===== src/rtl/riscv_ctrl_pkg.sv =====
// Shared encodings for the multicycle RISC-V controller: FSM states,
// opcode constants, instruction classes, ALU op / operand selects,
// write-back selects, PC sources and trap causes.
package riscv_ctrl_pkg;

  typedef enum logic [2:0] {
    ST_FETCH, ST_DECODE, ST_EXECUTE, ST_MEMORY, ST_WRITEBACK, ST_HALT, ST_TRAP
  } state_e;

  typedef enum logic [3:0] {
    CLS_R, CLS_I, CLS_LOAD, CLS_STORE, CLS_BRANCH,
    CLS_JAL, CLS_JALR, CLS_LUI, CLS_AUIPC, CLS_ILL
  } cls_e;

  localparam logic [6:0] OP_R      = 7'b0110011;
  localparam logic [6:0] OP_I      = 7'b0010011;
  localparam logic [6:0] OP_LOAD   = 7'b0000011;
  localparam logic [6:0] OP_STORE  = 7'b0100011;
  localparam logic [6:0] OP_BRANCH = 7'b1100011;
  localparam logic [6:0] OP_JAL    = 7'b1101111;
  localparam logic [6:0] OP_JALR   = 7'b1100111;
  localparam logic [6:0] OP_LUI    = 7'b0110111;
  localparam logic [6:0] OP_AUIPC  = 7'b0010111;

  // ALU op = {funct7_5, funct3} for the variants that use funct7_5
  localparam logic [3:0] ALU_ADD  = 4'd0;
  localparam logic [3:0] ALU_SLL  = 4'd1;
  localparam logic [3:0] ALU_SLT  = 4'd2;
  localparam logic [3:0] ALU_SLTU = 4'd3;
  localparam logic [3:0] ALU_XOR  = 4'd4;
  localparam logic [3:0] ALU_SRL  = 4'd5;
  localparam logic [3:0] ALU_OR   = 4'd6;
  localparam logic [3:0] ALU_AND  = 4'd7;
  localparam logic [3:0] ALU_SUB  = 4'd8;
  localparam logic [3:0] ALU_SRA  = 4'd13;

  localparam logic [1:0] SRCA_PC    = 2'd0;
  localparam logic [1:0] SRCA_RS1   = 2'd1;
  localparam logic [1:0] SRCA_OLDPC = 2'd2;

  localparam logic [1:0] SRCB_RS2 = 2'd0;
  localparam logic [1:0] SRCB_4   = 2'd1;
  localparam logic [1:0] SRCB_IMM = 2'd2;

  localparam logic [1:0] WB_ALU = 2'd0;
  localparam logic [1:0] WB_MEM = 2'd1;
  localparam logic [1:0] WB_PC4 = 2'd2;
  localparam logic [1:0] WB_IMM = 2'd3;

  localparam logic [1:0] PC_PLUS4  = 2'd0;
  localparam logic [1:0] PC_TARGET = 2'd1;
  localparam logic [1:0] PC_JALR   = 2'd2;

  localparam logic [1:0] CAUSE_NONE    = 2'd0;
  localparam logic [1:0] CAUSE_ILLEGAL = 2'd1;
  localparam logic [1:0] CAUSE_TIMEOUT = 2'd2;

endpackage


===== src/rtl/opcode_decoder.sv =====
// Combinational instruction decode: opcode -> instruction class, and
// opcode/funct3/funct7_5 -> ALU operation.
//   i_opcode, i_funct3, i_funct7_5 : instruction fields
//   o_cls                          : instruction class (CLS_ILL if unknown)
//   o_alu_op                       : ALU operation for the EXECUTE step
module opcode_decoder
  import riscv_ctrl_pkg::*;
(
  input  logic [6:0] i_opcode,
  input  logic [2:0] i_funct3,
  input  logic       i_funct7_5,
  output cls_e       o_cls,
  output logic [3:0] o_alu_op
);

  cls_e w_cls;

  always_comb begin
    w_cls = CLS_ILL;
    case (i_opcode)
      OP_R:      w_cls = CLS_R;
      OP_I:      w_cls = CLS_I;
      OP_LOAD:   w_cls = CLS_LOAD;
      OP_STORE:  w_cls = CLS_STORE;
      OP_BRANCH: w_cls = CLS_BRANCH;
      OP_JAL:    w_cls = CLS_JAL;
      OP_JALR:   w_cls = CLS_JALR;
      OP_LUI:    w_cls = CLS_LUI;
      OP_AUIPC:  w_cls = CLS_AUIPC;
      default:   w_cls = CLS_ILL;
    endcase
  end

  always_comb begin
    o_alu_op = ALU_ADD;
    case (w_cls)
      // funct7_5 only distinguishes ADD/SUB and SRL/SRA
      CLS_R:      o_alu_op = (i_funct3 == 3'd0 || i_funct3 == 3'd5) ?
                             {i_funct7_5, i_funct3} : {1'b0, i_funct3};
      // ADDI has no SUBI; only the shift-right immediate uses funct7_5
      CLS_I:      o_alu_op = (i_funct3 == 3'd5) ?
                             {i_funct7_5, i_funct3} : {1'b0, i_funct3};
      CLS_BRANCH: o_alu_op = ALU_SUB;
      default:    o_alu_op = ALU_ADD;
    endcase
  end

  assign o_cls = w_cls;

endmodule


===== src/rtl/multicycle_control.sv =====
// Multicycle RISC-V control FSM (FETCH/DECODE/EXECUTE/MEMORY/WRITEBACK,
// plus sticky HALT and TRAP). Outputs decode from the state and the class
// latched in DECODE; FETCH and BRANCH also look at mem_ready/branch_taken.
//   i_clk, i_reset (async, active low)
//   i_opcode/i_funct3/i_funct7_5 : instruction fields from the IR
//   i_branch_taken, i_mem_ready, i_tr (halt request)
//   o_pc_write/o_pc_src, o_ir_write, o_mem_read/o_mem_write, o_iord,
//   o_reg_write, o_alu_src_a/b, o_alu_op, o_wb_sel : datapath controls
//   o_halted, o_trap, o_trap_cause, o_instret : status
module multicycle_control
  import riscv_ctrl_pkg::*;
#(
  parameter int MAX_WAIT = 15
) (
  input  logic        i_clk,
  input  logic        i_reset,
  input  logic [6:0]  i_opcode,
  input  logic [2:0]  i_funct3,
  input  logic        i_funct7_5,
  input  logic        i_branch_taken,
  input  logic        i_mem_ready,
  input  logic        i_tr,
  output logic        o_pc_write,
  output logic [1:0]  o_pc_src,
  output logic        o_ir_write,
  output logic        o_mem_read,
  output logic        o_mem_write,
  output logic        o_iord,
  output logic        o_reg_write,
  output logic [1:0]  o_alu_src_a,
  output logic [1:0]  o_alu_src_b,
  output logic [3:0]  o_alu_op,
  output logic [1:0]  o_wb_sel,
  output logic        o_halted,
  output logic        o_trap,
  output logic [1:0]  o_trap_cause,
  output logic [31:0] o_instret
);

  localparam int WW = $clog2(MAX_WAIT + 1);

  state_e        r_state;
  cls_e          r_cls;
  logic [3:0]    r_alu_op;
  logic [WW-1:0] r_wait;
  logic [1:0]    r_cause;
  logic [31:0]   r_instret;

  cls_e       w_cls;
  logic [3:0] w_alu_op;
  logic       w_timeout;
  state_e     w_done_state;

  opcode_decoder u_dec (
    .i_opcode   (i_opcode),
    .i_funct3   (i_funct3),
    .i_funct7_5 (i_funct7_5),
    .o_cls      (w_cls),
    .o_alu_op   (w_alu_op)
  );

  // This stalled cycle is the MAX_WAIT-th in a row for the current access.
  assign w_timeout    = !i_mem_ready && (r_wait == WW'(MAX_WAIT - 1));
  // Where a completing instruction goes: a pending halt request wins.
  assign w_done_state = i_tr ? ST_HALT : ST_FETCH;

  always_ff @(posedge i_clk or negedge i_reset) begin
    if (!i_reset) begin
      r_state   <= ST_FETCH;
      r_cls     <= CLS_ILL;
      r_alu_op  <= ALU_ADD;
      r_wait    <= '0;
      r_cause   <= CAUSE_NONE;
      r_instret <= '0;
    end else begin
      // Counter only survives across stalled cycles of one access.
      r_wait <= '0;
      case (r_state)
        ST_FETCH: begin
          if (i_mem_ready) r_state <= ST_DECODE;
          else if (w_timeout) begin
            r_state <= ST_TRAP;
            r_cause <= CAUSE_TIMEOUT;
          end else begin
            r_wait <= r_wait + WW'(1);
            if (i_tr) r_state <= ST_HALT;
          end
        end
        ST_DECODE: begin
          r_cls    <= w_cls;
          r_alu_op <= w_alu_op;
          if (w_cls == CLS_ILL) begin
            r_state <= ST_TRAP;
            r_cause <= CAUSE_ILLEGAL;
          end else r_state <= ST_EXECUTE;
        end
        ST_EXECUTE: begin
          case (r_cls)
            CLS_BRANCH, CLS_JAL, CLS_JALR: begin
              r_state   <= w_done_state;
              r_instret <= r_instret + 32'd1;
            end
            CLS_LOAD, CLS_STORE: r_state <= ST_MEMORY;
            default:             r_state <= ST_WRITEBACK;
          endcase
        end
        ST_MEMORY: begin
          if (i_mem_ready) begin
            if (r_cls == CLS_LOAD) r_state <= ST_WRITEBACK;
            else begin
              r_state   <= w_done_state;
              r_instret <= r_instret + 32'd1;
            end
          end else if (w_timeout) begin
            r_state <= ST_TRAP;
            r_cause <= CAUSE_TIMEOUT;
          end else r_wait <= r_wait + WW'(1);
        end
        ST_WRITEBACK: begin
          r_state   <= w_done_state;
          r_instret <= r_instret + 32'd1;
        end
        default: ; // HALT and TRAP hold until reset
      endcase
    end
  end

  always_comb begin
    o_pc_write  = 1'b0;
    o_pc_src    = PC_PLUS4;
    o_ir_write  = 1'b0;
    o_mem_read  = 1'b0;
    o_mem_write = 1'b0;
    o_iord      = 1'b0;
    o_reg_write = 1'b0;
    o_alu_src_a = SRCA_PC;
    o_alu_src_b = SRCB_RS2;
    o_alu_op    = ALU_ADD;
    o_wb_sel    = WB_ALU;
    // Gated by reset so strobes drop the instant reset asserts.
    if (i_reset) begin
      case (r_state)
        ST_FETCH: begin
          o_mem_read  = 1'b1;
          o_alu_src_b = SRCB_4;
          o_ir_write  = i_mem_ready;
          o_pc_write  = i_mem_ready;
        end
        ST_EXECUTE, ST_MEMORY, ST_WRITEBACK: begin
          // Operand selects stay stable so the ALU result (address or
          // value) is held through MEMORY and WRITEBACK.
          o_alu_op = r_alu_op;
          case (r_cls)
            CLS_R, CLS_BRANCH: begin
              o_alu_src_a = SRCA_RS1;
              o_alu_src_b = SRCB_RS2;
            end
            CLS_AUIPC, CLS_JAL: begin
              o_alu_src_a = SRCA_OLDPC;
              o_alu_src_b = SRCB_IMM;
            end
            default: begin
              o_alu_src_a = SRCA_RS1;
              o_alu_src_b = SRCB_IMM;
            end
          endcase
          if (r_state == ST_EXECUTE) begin
            case (r_cls)
              CLS_BRANCH: begin
                o_pc_write = i_branch_taken;
                o_pc_src   = PC_TARGET;
              end
              CLS_JAL, CLS_JALR: begin
                o_pc_write  = 1'b1;
                o_pc_src    = (r_cls == CLS_JAL) ? PC_TARGET : PC_JALR;
                o_reg_write = 1'b1;
                o_wb_sel    = WB_PC4;
              end
              default: ;
            endcase
          end else if (r_state == ST_MEMORY) begin
            o_iord      = 1'b1;
            o_mem_read  = (r_cls == CLS_LOAD);
            o_mem_write = (r_cls == CLS_STORE);
          end else begin
            o_reg_write = 1'b1;
            o_wb_sel    = (r_cls == CLS_LOAD) ? WB_MEM :
                          (r_cls == CLS_LUI)  ? WB_IMM : WB_ALU;
          end
        end
        default: ;
      endcase
    end
  end

  assign o_halted     = (r_state == ST_HALT);
  assign o_trap       = (r_state == ST_TRAP);
  assign o_trap_cause = r_cause;
  assign o_instret    = r_instret;

endmodule


===== config.mk =====
export PLATFORM = sky130hd
export DESIGN_NAME = multicycle_control
export DESIGN_NICKNAME = d
export VERILOG_FILES = /design/src/rtl/riscv_ctrl_pkg.sv /design/src/rtl/opcode_decoder.sv /design/src/rtl/multicycle_control.sv
export SDC_FILE = /design/constraint.sdc
export NUM_CORES = 1
export LEC_CHECK = 0
export ABC_AREA = 1
export BUFFER_PORTS_ARGS = -buffer_cell sky130_fd_sc_hd__buf_2
export CAP_MARGIN = 0
export CELL_PAD_IN_SITES_DETAIL_PLACEMENT = 0
export CELL_PAD_IN_SITES_GLOBAL_PLACEMENT = 1
export CORE_MARGIN = 2
export CORE_UTILIZATION = 30
export CTS_CLUSTER_DIAMETER = 40
export DETAILED_ROUTE_END_ITERATION = 16
export PLACE_DENSITY_LB_ADDON = 0.12
export SLEW_MARGIN = 20
export SYNTH_ARGS = -nofsm -noshare
export SYNTH_HDL_FRONTEND = slang
export SYNTH_HIERARCHICAL = 1
export SYNTH_SLANG_ARGS = --single-unit
export TNS_END_PERCENT = 5

===== constraint.sdc =====
create_clock -name i_clk -period 3.9 [get_ports i_clk]
set_input_delay 0.195 -clock i_clk [delete_from_list [all_inputs] [get_ports i_clk]]
set_output_delay 0.195 -clock i_clk [all_outputs]
set_load 0.02 [all_outputs]

==> run summary <==
Clk_skew = 0.00613 ns
H-tree depth = 2
CP top delay family = simple AND/OR/NAND/NOR gates
DP Worst Slack = 1.89 ns
Worst-margin pin slew = 0.780 ns
CP max-delay cell = dfrtp_1
Post-DR wirelength/cell = 13.0 um
Dominant synthesized flop cell = dfrtp_1
Max-slew violations = 0
Min Tclk post-route = 2.13 ns
Share of layout cells above drive strength 1 = 18.7%
Crit path DAT = 1.94 ns
CP cell instances = nor2_4 -> nand2_2 -> nand2_4 -> nand2_1 -> nor2_1 -> o21a_1 -> buf_2
Syn Nets = 559
Total Die Area = 12500 sq um
Post-synth cell types = 33
Inserted Diodes = 0
Placed cells = 745
Leakage power = 2.13 nW
Fin Setup TNS = 0 ns
Post-detail-place hpwl = 7.74 mm
Port Buffers = 69
Area grow syn2layout = 18.6%
Worst slew margin = 47.8%
Die Span Y = 112 um
Initial Utilization = 30.6%
Crit start category = register
Crit Path Class = register to output port
Worst-path clk slew = 0.07 ns
Async SR Flop Fraction = 100%
Initial antenna violation count = 0
Root buffer cell = clkbuf_16
Slowest stage delay, CP = 0.52 ns
DRC errors left = 0
Finish-stage setup viols = 0
HP Class = input port to register
Peak supply drop = 260 uV
Post-Syn Area per Cell = 6.48 sq um
Synth Instances = 540
Sequential area share after synthesis = 35.1%
Register bit total from synthesis = 49
RSZ-0062 raised after global routing = no
CP Capture Type = output port
EDFF count, synth = 0
Post-CTS Resized = 0
Max Buffers Root-to-Sink = 2
IO Count = 70
Max-cap viol count = 0
WP buf/inv = 1
CTS tree = yes
Core area = 11400 sq um
Fin cells = 754
Grt ovf = 0
Setup ws final = 1.77 ns
Pwr dens = 504 nW/um^2
Status = complete, no violations
First-pass GRT wire length = 16.5 mm
Layout fillers = 1310
Num Clock Sinks = 49
Die width = 112 um
Vias = 3428
Clock latency on the worst-skew pair = 0.29 ns
Fmax = 0.469 GHz
Row cnt = 39
Initial DRC count = 173
Cell area after synthesis = 3500 sq um
Final instance area = 4150 sq um
Final hold violations = 0
Largest net degree at the start of global routing = 48
Placer Congestion = 0.870
First-pass iteration count of the detailed router = 4
Antenna-violating nets left = 0
Tcrit/Tclk final = 54.6%
Placement-stage cell area = 3970 sq um
GRT Total Usage = 16.1%
Worst endpoint required time = 3.70 ns
Vias in the first global route = 3414
Nets = 629
YS warnings = 6
Crit Path Max Fanout = 8
TritonCTS buffer count = 5
Via density = 4.55
Total Routed Length = 9.79 mm
flip-flops by register name, summed over array words and instances, names as in the netlist:
register and count:
r_cls 4, r_wait 4, r_alu_op 4, r_state 3
o_trap_cause 2, o_instret 32
worst paths after layout:
check,from,end,slack [ns],cells after the start
min in group asynchronous,i_reset,r_state[0],0.32,2
max in group asynchronous,i_reset,o_instret[16],2.72,3
worst min-delay path,i_funct3[2],r_alu_op[2],0.26,5
worst max register to register,r_state[1],o_trap_cause[0],1.92,8
worst max-delay path,r_state[0],o_wb_sel[1],1.77,7
worst min register to register,r_wait[0],r_wait[0],0.48,1
per-layer routing:
layer  GRT usage, %  routed length [um]
met5              0                   0
met4           3.90                  76
met3           2.78                 353
met2           29.3                4910
met1           19.9                4450
worst reg2reg max path: stages (launching register included):
cell and delay, ns:
dfrtp_1 0.49, inv_1 0.15, nand2_1 0.08, nor2_1 0.61
nand2_1 0.23, inv_1 0.12, o21ai_1 0.08, nand2_1 0.06
nand2_1 0.04
synth_stat cells (2+ instances only):
library cell	n	area (sq um)
a21oi_1	7	35.0
inv_1	37	139
nand2_4	2	22.5
nor2_4	4	45.0
o21ai_1	4	20.0
nor2_1	89	334
inv_2	7	26.3
nand3_1	19	95.1
o21ai_0	13	65.1
buf_6	2	22.5
xnor2_1	4	35.0
ha_1	3	37.5
dfstp_2	2	52.6
nor3_1	4	20.0
dfrtp_1	47	1180
o21ai_2	2	17.5
nand4_1	6	37.5
nand2_2	9	56.3
xor2_1	7	61.3
nand3b_1	20	150
nor2_2	7	43.8
nand2_1	230	863
buf_4	4	30.0
buf_2	2	10.0
layout make-up:
cell class	instances	area (sq um)	share of cell area, %
multi-input combinational	439	2040	49.2
sequential	49	1230	29.6
timing repair buffer	71	363	8.75
tap	143	179	4.31
inverter	44	165	3.98
clock buffer	7	143	3.44
clock inverter	1	30.0	0.724
power breakdown:
group | total (mW) | switching [mW] | internal (mW) | leakage [nW]
Clock | 0.512 | 0.191 | 0.321 | 0.0841
Combinational | 0.847 | 0.604 | 0.243 | 1.39
Sequential | 0.732 | 0.124 | 0.608 | 0.655
metrics by stage:
step	util, %	power (mW)	hold WS, ns
after global placement	34.7	1.60	0.0460
after global routing	36.3	2.28	0.307
after CTS	36.3	2.14	0.262
final	36.3	2.09	0.263
after detailed placement	34.7	1.61	0.0430
after floorplan	-	1.41	-0.101
placed cells by master, fill, tap and decap left out, types with 5 or more instances in the layout:
master,n
nand2_1,230
nor2_1,89
buf_2,69
dfrtp_1,47
inv_1,37
nand3b_1,20
nand3_1,19
o21ai_0,13
nand2_2,9
inv_2,7
nor2_2,7
a21oi_1,7
xor2_1,7
nand4_1,6
clkbuf_16,5
timing repair:
action / in CTS / in global routing
hold endpoints to repair: 2 / 0
hold buffers: 1 / 0
endpoints found under the setup margin: 0 / 0
setup buffers: 0 / 0
logic make-up after synthesis:
group                      after synthesis  synth area share, %
AOI/OAI and AO/OA                       29                 4.58
xor gates and xnor gates                12                 3.22
buffers and inverters                   52                 6.51
DFF                                     49                 35.1
adders and majority gates                3                 1.07
and+or+nand+nor                        395                 49.5
Note: power is estimated with default switching activity, not from simulation.
